[config.mk]
export PLATFORM = sky130hd
export DESIGN_NAME = cpu_sequencer
export DESIGN_NICKNAME = d
export VERILOG_FILES = /design/src/rtl/cpu_seq_pkg.sv /design/src/rtl/cpu_sequencer_counter.sv /design/src/rtl/cpu_sequencer.sv
export SDC_FILE = /design/constraint.sdc
export NUM_CORES = 1
export LEC_CHECK = 0
export ABC_AREA = 0
export CORE_ASPECT_RATIO = 0.9
export CORE_UTILIZATION = 44
export DETAILED_ROUTE_END_ITERATION = 8
export PLACE_DENSITY = 0.84
export SETUP_SLACK_MARGIN = 0.02
export SLEW_MARGIN = 20
export SYNTH_ARGS = -nofsm -noshare
export SYNTH_HDL_FRONTEND = slang
export SYNTH_SLANG_ARGS = --single-unit
[constraint.sdc]
create_clock -name clk -period 1.9 [get_ports clk]
set_input_delay 0.285 -clock clk [delete_from_list [all_inputs] [get_ports clk]]
set_output_delay 0.285 -clock clk [all_outputs]
set_load 0.02 [all_outputs]
[src/rtl/cpu_seq_pkg.sv]
// Shared definitions for the CPU phase sequencer.
// Provides the sequencer state enum, the default counter width, the one-hot
// phase encoding and small decode helpers used by cpu_sequencer.
// Optional feature macro: SEQ_STEP_EN (adds the PAUSE state).
package cpu_seq_pkg;

    localparam int unsigned CNT_W_DEF = 16;
    localparam int unsigned PH_W      = 3;

    // One-hot phase vector, bit order {EXEC2, EXEC1, FETCH}
    localparam logic [PH_W-1:0] PH_NONE  = 3'b000;
    localparam logic [PH_W-1:0] PH_FETCH = 3'b001;
    localparam logic [PH_W-1:0] PH_EXEC1 = 3'b010;
    localparam logic [PH_W-1:0] PH_EXEC2 = 3'b100;

    typedef enum logic [2:0] {
        ST_IDLE  = 3'd0,
        ST_FETCH = 3'd1,
        ST_EXEC1 = 3'd2,
        ST_EXEC2 = 3'd3,
        ST_HALT  = 3'd4
`ifdef SEQ_STEP_EN
        ,
        ST_PAUSE = 3'd5
`endif
    } seq_state_t;

    // Phase strobes that are high while the sequencer sits in state s
    function automatic logic [PH_W-1:0] phase_of(seq_state_t s);
        case (s)
            ST_FETCH: return PH_FETCH;
            ST_EXEC1: return PH_EXEC1;
            ST_EXEC2: return PH_EXEC2;
            default:  return PH_NONE;
        endcase
    endfunction

    // States that contribute to the active-cycle counter
    function automatic logic is_active(seq_state_t s);
        case (s)
            ST_FETCH, ST_EXEC1, ST_EXEC2: return 1'b1;
`ifdef SEQ_STEP_EN
            ST_PAUSE:                     return 1'b1;
`endif
            default:                      return 1'b0;
        endcase
    endfunction

endpackage

[src/rtl/cpu_sequencer_counter.sv]
// seq_counter: CNT_W-wide wrapping performance counter.
// Ports:
//   clk   - clock
//   clr   - synchronous clear, wins over en
//   en    - increment by one this cycle
//   count - current value, wraps from all-ones to zero
module seq_counter #(
    parameter int unsigned CNT_W = 16
) (
    input  logic             clk,
    input  logic             clr,
    input  logic             en,
    output logic [CNT_W-1:0] count
);

    // Clear takes priority over a coincident increment
    always_ff @(posedge clk) begin
        if (clr) begin
            count <= '0;
        end else if (en) begin
            count <= count + CNT_W'(1);
        end
    end

endmodule

[src/rtl/cpu_sequencer.sv]
// cpu_sequencer: phase sequencer for the single-cycle-decode CPU.
// Generates one-hot FETCH/EXEC1/EXEC2 strobes, handles decoder EXEC2
// requests and STP halts, applies wait-states and keeps retired-instruction
// and active-cycle counters.
// Optional feature macro: SEQ_STEP_EN (single-step ports and PAUSE state).
// Ports:
//   clk, rst          - clock, synchronous active-high reset
//   start             - leaves IDLE or HALT
//   E2, stp           - decoder requests, sampled only in EXEC1
//   wait_req          - stalls FETCH/EXEC1/EXEC2
//   clr_cnt           - synchronous clear of both counters
//   step_mode/step_req- (SEQ_STEP_EN only) pause after each instruction
//   FETCH/EXEC1/EXEC2 - registered phase strobes
//   halted            - high in HALT
//   instr_count       - retired instructions
//   cycle_count       - cycles in FETCH/EXEC1/EXEC2/PAUSE
module cpu_sequencer
    import cpu_seq_pkg::*;
#(
    parameter int unsigned CNT_W      = CNT_W_DEF,
    parameter bit          AUTO_START = 1'b1
) (
    input  logic             clk,
    input  logic             rst,
    input  logic             start,
    input  logic             E2,
    input  logic             stp,
    input  logic             wait_req,
    input  logic             clr_cnt,
`ifdef SEQ_STEP_EN
    input  logic             step_mode,
    input  logic             step_req,
`endif
    output logic             FETCH,
    output logic             EXEC1,
    output logic             EXEC2,
    output logic             halted,
    output logic [CNT_W-1:0] instr_count,
    output logic [CNT_W-1:0] cycle_count
);

    seq_state_t        state;
    seq_state_t        state_nxt;
    seq_state_t        retire_dest;
    logic              retire;
    logic [PH_W-1:0]   phase_q;
    logic              cnt_clr;

    // Where a normal (non-STP) retirement goes
`ifdef SEQ_STEP_EN
    assign retire_dest = step_mode ? ST_PAUSE : ST_FETCH;
`else
    assign retire_dest = ST_FETCH;
`endif

    // Next-state decision and retirement detection
    always_comb begin
        state_nxt = state;
        retire    = 1'b0;
        case (state)
            ST_IDLE: begin
                if (AUTO_START || start) begin
                    state_nxt = ST_FETCH;
                end
            end
            ST_FETCH: begin
                if (!wait_req) begin
                    state_nxt = ST_EXEC1;
                end
            end
            ST_EXEC1: begin
                if (!wait_req) begin
                    if (stp) begin
                        state_nxt = ST_HALT;
                        retire    = 1'b1;
                    end else if (E2) begin
                        state_nxt = ST_EXEC2;
                    end else begin
                        state_nxt = retire_dest;
                        retire    = 1'b1;
                    end
                end
            end
            ST_EXEC2: begin
                if (!wait_req) begin
                    state_nxt = retire_dest;
                    retire    = 1'b1;
                end
            end
            ST_HALT: begin
                // R0 is not advanced by STP, so resuming re-fetches it
                if (start) begin
                    state_nxt = ST_FETCH;
                end
            end
`ifdef SEQ_STEP_EN
            ST_PAUSE: begin
                if (step_req || !step_mode) begin
                    state_nxt = ST_FETCH;
                end
            end
`endif
            default: begin
                state_nxt = ST_IDLE;
            end
        endcase
    end

    // State register; outputs registered from the next state so they
    // always equal the decode of the current state
    always_ff @(posedge clk) begin
        if (rst) begin
            state   <= ST_IDLE;
            phase_q <= PH_NONE;
            halted  <= 1'b0;
        end else begin
            state   <= state_nxt;
            phase_q <= phase_of(state_nxt);
            halted  <= (state_nxt == ST_HALT);
        end
    end

    assign FETCH = phase_q[0];
    assign EXEC1 = phase_q[1];
    assign EXEC2 = phase_q[2];

    // Reset shares the clear path so an aborted instruction is never counted
    assign cnt_clr = rst | clr_cnt;

    seq_counter #(
        .CNT_W (CNT_W)
    ) u_instr_cnt (
        .clk   (clk),
        .clr   (cnt_clr),
        .en    (retire),
        .count (instr_count)
    );

    seq_counter #(
        .CNT_W (CNT_W)
    ) u_cycle_cnt (
        .clk   (clk),
        .clr   (cnt_clr),
        .en    (is_active(state)),
        .count (cycle_count)
    );

endmodule

== Yosys cells after proc, flatten, opt, wreduce, memory -nomap -nowiden ==
Index checks and enable logic that the tools add are counted.
W data, S select, Z words.

* Mux-type cells: 14
* Add/sub/neg operators: 2
* Reduce and logical (&&, ||, !) cells: 2
* Equal/unequal tests: 8
* Bitwise operators: 1

{| class="wikitable"
|+ Operators by type and width
! kind !! count
|-
| $add A16 B1 Y16 const B || 2
|-
| $mux W3 || 5
|-
| $pmux W3 S5 || 1
|-
| $eq A3 B2 Y1 const B || 4
|-
| $pmux W3 S3 || 1
|-
| $eq A3 B1 Y1 const B || 2
|-
| $eq A3 B3 Y1 const B || 2
|-
| $mux W1 || 5
|-
| $logic_not A3 Y1 || 1
|-
| $reduce_or A3 Y1 || 1
|-
| $mux W2 || 1
|-
| $pmux W1 S2 || 1
|-
| $or A1 B1 Y1 || 1
|}

* Word-level logic and storage cells: 32
* Output and inout bits: 36
* Bits of input ports: 7
* Bits in registers: 39

== Depth between registers and ports, before layout ==
* Depth in word-level cells: 6
* Gate-level depth with buffers: 6
* Mapped depth without buffers: 5

== Modules after synthesis ==
A second synthesis with hierarchy kept.

* Cells, all modules: 199
* Area, all modules: 1833.0 sq um

{| class="wikitable"
|+ Modules (own cells, without submodules)
! module !! sequential area each (sq um) !! times used !! area an instance (sq um) !! cells an instance
|-
| seq_counter || 320.3 || 2 || 757.0 || 83
|-
| cpu_sequencer || 140.1 || 1 || 319.1 || 33
|}

== Least setup slack after synthesis ==
Ideal clock, no wire load.

* Path type: reg2reg
* Start: register state[1]
* End: register u_instr_cnt.count[14]
* Setup slack: -0.130 ns
* Stages on the path, launching flop included: 6
* Required time: 1.841 ns
* Clock period less this slack: 2.030 ns
* Data arrival time: 1.970 ns
* Cells stage by stage: dfxtp_1 > or3b_1 > buf_6 > or4_4 > or4_1 > nand2_1

* Cells in the longest elaborated chain, start to end: 2

{| class="wikitable"
|+ Ends and longest elaborated chain
! item !! RTL line !! source
|-
| from (decl) || cpu_sequencer.sv:42 || <nowiki>seq_state_t state;</nowiki>
|-
| from (signal assigned) || cpu_sequencer.sv:117 || <nowiki>state <= state_nxt;</nowiki>
|-
| $eq A3 B2 Y1 || cpu_sequencer.sv:60 || <nowiki>case (state)</nowiki>
|-
| $pmux W1 S2 * || cpu_sequencer.sv:60 ||
|-
| to (signal assigned) || cpu_sequencer_counter.sv:21 || <nowiki>count <= count + CNT_W'(1);</nowiki>
|-
| to (decl) || cpu_sequencer_counter.sv:13 || <nowiki>output logic [CNT_W-1:0] count</nowiki>
|}

Every way passes the cells marked *; elsewhere a longest branch is shown, timed or not.
A chain may end at the register's enable or synchronous reset.

== Worst setup path after layout ==
* Start: register state[1]
* End: register u_instr_cnt.count[13]

The elaborated chain is that of the path after synthesis.

==> run metrics <==
Critical Path Sink Type=flop; Synth Flop Type=dfxtp_1; hold_buf cts=0; synth unique cells=42; top cell type's share of synthesized area=0.439; Hold Path Origin=u_cycle_cnt.count[6]$_SDFFE_PP0P_; RSZ-0062 raised after global routing=true; FP Rows=21; number of port buffers=42; Synth area leader=dfxtp_1; starting DRC count in detailed routing=approximately 140; drt first pass iters=4; Ys Warns=0; Area Overhead vs Synth=40.4%; Pleak=0.832 nW; Max Slew Vio Count=0; Worst Path Buf+Inv=1; Peak Freq=roughly 0.53 GHz; Residual DRC=0; largest net degree at the start of global routing=16; EDFF count, synth=0; min cycle time layout=1.87 ns; worst relative slew slack=0.714; HP Class=reg2reg; post-route ant nets=0; Syn Std Cell Area=1780 sq um; crit-path max FO=7; drt total wl=between 4 and 5 mm; Slew @ Worst Pin=0.428 ns; switching power=about 0.36 mW; Int Pwr=between 1 and 1.5 mW; CTS Root Cell=clkbuf_8; status=complete, no violations; Max IR drop VDD=0.444 mV; Switching Share=0.238; Vias/cell=approximately 5.5; H-tree levels=2; worst clock skew=0.00573 ns; Fin Setup TNS=0 ns; Seq pwr share=0.552; Max clock buf depth=2; vias in the first global route=1621; antenna cells=0; combinational power share=0.095; max incr delay on CP=0.46 ns; total CTS buffers=5; Post-DP Area=2370 sq um; Layout Nets=~280; CP startpoint kind=flop; WP data arrival=2.10 ns; layout cells sized above 1=0.150; Setup violations, final=0; Max-Cap Viols=0; IO Count=43; post-synthesis sequential area ratio=0.439; syn nets=220; CP Class=reg2reg; CTS sink cnt=39; asr flop ratio synth=0; top-count cell post-synth=dfxtp_1; fin area=2500 sq um; Mapped Avg Cell Area=~8.4 sq um; WP depth=5; Routability Congestion=between 0.8 and 0.9; initial antenna violation count=0; Final Hold Vio Count=0; met3 WL=~190 um; Clock power frac=0.353; highest routed layer=met4; Crit. Startpoint=state[1]$_SDFF_PP0_; Worst R2R Start=state[1]$_SDFF_PP0_; Met1 Wirelength=around 2.0 mm; grt ovf=0; Avg WL per Cell=around 13 um; CP top delay family=simple AND/OR/NAND/NOR gates; cell count after synthesis=211; clock-pin slew on the worst setup and hold paths=0.07 ns; Power Dens Cells=606 nW/um^2; TritonCTS clock tree=done; fill cell count=309; post-route clock period utilization=0.984; GRT Total Usage=0.208; CP required=approximately 2.1 ns; worst path cell trace=or3b_4, buf_6, or4_4, or3_1, a21oi_1; FF-to-FF End=u_instr_cnt.count[13]$_SDFFE_PP0P_; die width=~69 um; chip height=62.3 um; Yosys reg bits=39; DR WL met2=2.00 mm; top cells by count, synth=39 x dfxtp_1, 22 x nor2_1, 17 x o21ai_0, 16 x a21oi_1, 16 x nand2_1; Starting Density=0.470; DP HPWL=between 3 and 4 mm; Hold WS=between 0.4 and 0.5 ns; Vias=roughly 1800; total core area=3780 sq um; R2R setup slack=a little over 0.03 ns; crit path capture=u_instr_cnt.count[13]$_SDFFE_PP0P_; Worst path slowest cell=or4_4; synth top area cells=dfxtp_1 44%, o21ai_0 4.8%, nor2_1 4.6%; Die Footprint=4300 sq um; global-route wire length before repair=7.24 mm; worst-skew pair later-pin latency=a little under 0.3 ns; r2r worst-path depth=5
==> registers in the layout, summed over array words and instances (netlist names) <==
signal,count
u_instr_cnt.count,16
state,3
phase_q,3
u_cycle_cnt.count,16
halted,1
==> logic make-up after synthesis <==
family / count (synthesis) / synth area share
simple gates: 97 / 0.298
compound gates: 45 / 0.149
flops: 39 / 0.439
buf+inv: 15 / 0.0359
xor+xnor: 13 / 0.0640
fa+ha+maj: 2 / 0.0141
==> through the flow <==
step            util  power, mW  instances  worst slack [ns]
4_1_cts        0.653       1.52        320            0.0179
5_1_grt        0.660       1.59        320          -0.00429
2_1_floorplan      -      0.929        211           0.00741
6_report       0.660       1.51        320            0.0305
3_5_place_dp   0.625      0.988        309            -0.460
3_3_place_gp   0.625      0.985        309            -0.397
==> placed cells by master, fill, tap and decap left out, types with 2 or more instances in the layout <==
cell	n
dfxtp_1	37
or3_1	12
xnor2_1	9
or4_4	4
nand4b_1	2
and4_1	3
ha_1	2
and3_1	3
o21ai_0	17
clkbuf_8	5
xor2_1	4
a21oi_1	15
nor2_1	22
nand4_1	7
or4_1	3
buf_4	21
inv_1	6
clkdlybuf4s50_1	41
nand3_1	8
clkbuf_1	2
nor4_1	2
o31ai_1	2
nand2_1	16
nor3_1	6
dfxtp_2	2
==> worst reg2reg max path, cell delays in order, from the launching register on <==
cell and delay, ns:
dfxtp_2 0.33, or3b_4 0.39, buf_6 0.13, or4_4 0.46
or3_1 0.37, a21oi_1 0.12
==> timing repair <==
action / in CTS / in global routing
resized for setup: 2 / 6
pin swaps: 3 / 5
setup endpoints to repair: 5 / 11
buffers inserted: 3 / 0
==> final cells by class <==
cell class,instances,area [sq um],share of cell area
multi-input combinational,157,965,0.386
tap,46,57.6,0.0230
clock buffer,7,76.3,0.0306
sequential,39,783,0.314
timing repair buffer,64,588,0.235
inverter,6,22.5,0.00902
clock inverter,1,5.00,0.00200
==> worst min-delay path by stage <==
stage / endpoint / slack [ns] / cells past startpoint
6_report: u_cycle_cnt.count[6]$_SDFFE_PP0P_ / 0.50 / 2
5_1_grt: u_instr_cnt.count[10]$_SDFFE_PP0P_ / 0.53 / 2
4_1_cts: u_cycle_cnt.count[6]$_SDFFE_PP0P_ / 0.50 / 2
3_5_place_dp: u_cycle_cnt.count[6]$_SDFFE_PP0P_ / 0.49 / 2
3_3_place_gp: u_cycle_cnt.count[15]$_SDFFE_PP0P_ / 0.47 / 2
2_1_floorplan: state[0]$_SDFF_PP0_ / 0.36 / 1
==> routing by layer <==
metal	track usage	vias up
met5	0	-
met1	0.256	837
met3	0.0471	8
met4	0.0969	0
met2	0.345	40
li1	-	885
==> power groups by stage <==
stage | Combinational [mW] | Clock (mW) | Sequential [mW]
after CTS | 0.140 | 0.548 | 0.835
after floorplan | 0.0662 | 0 | 0.863
after global routing | 0.156 | 0.593 | 0.837
after global placement | 0.131 | 0 | 0.854
final | 0.143 | 0.533 | 0.835
after detailed placement | 0.134 | 0 | 0.854
Note: power is estimated with default switching activity, not from simulation.
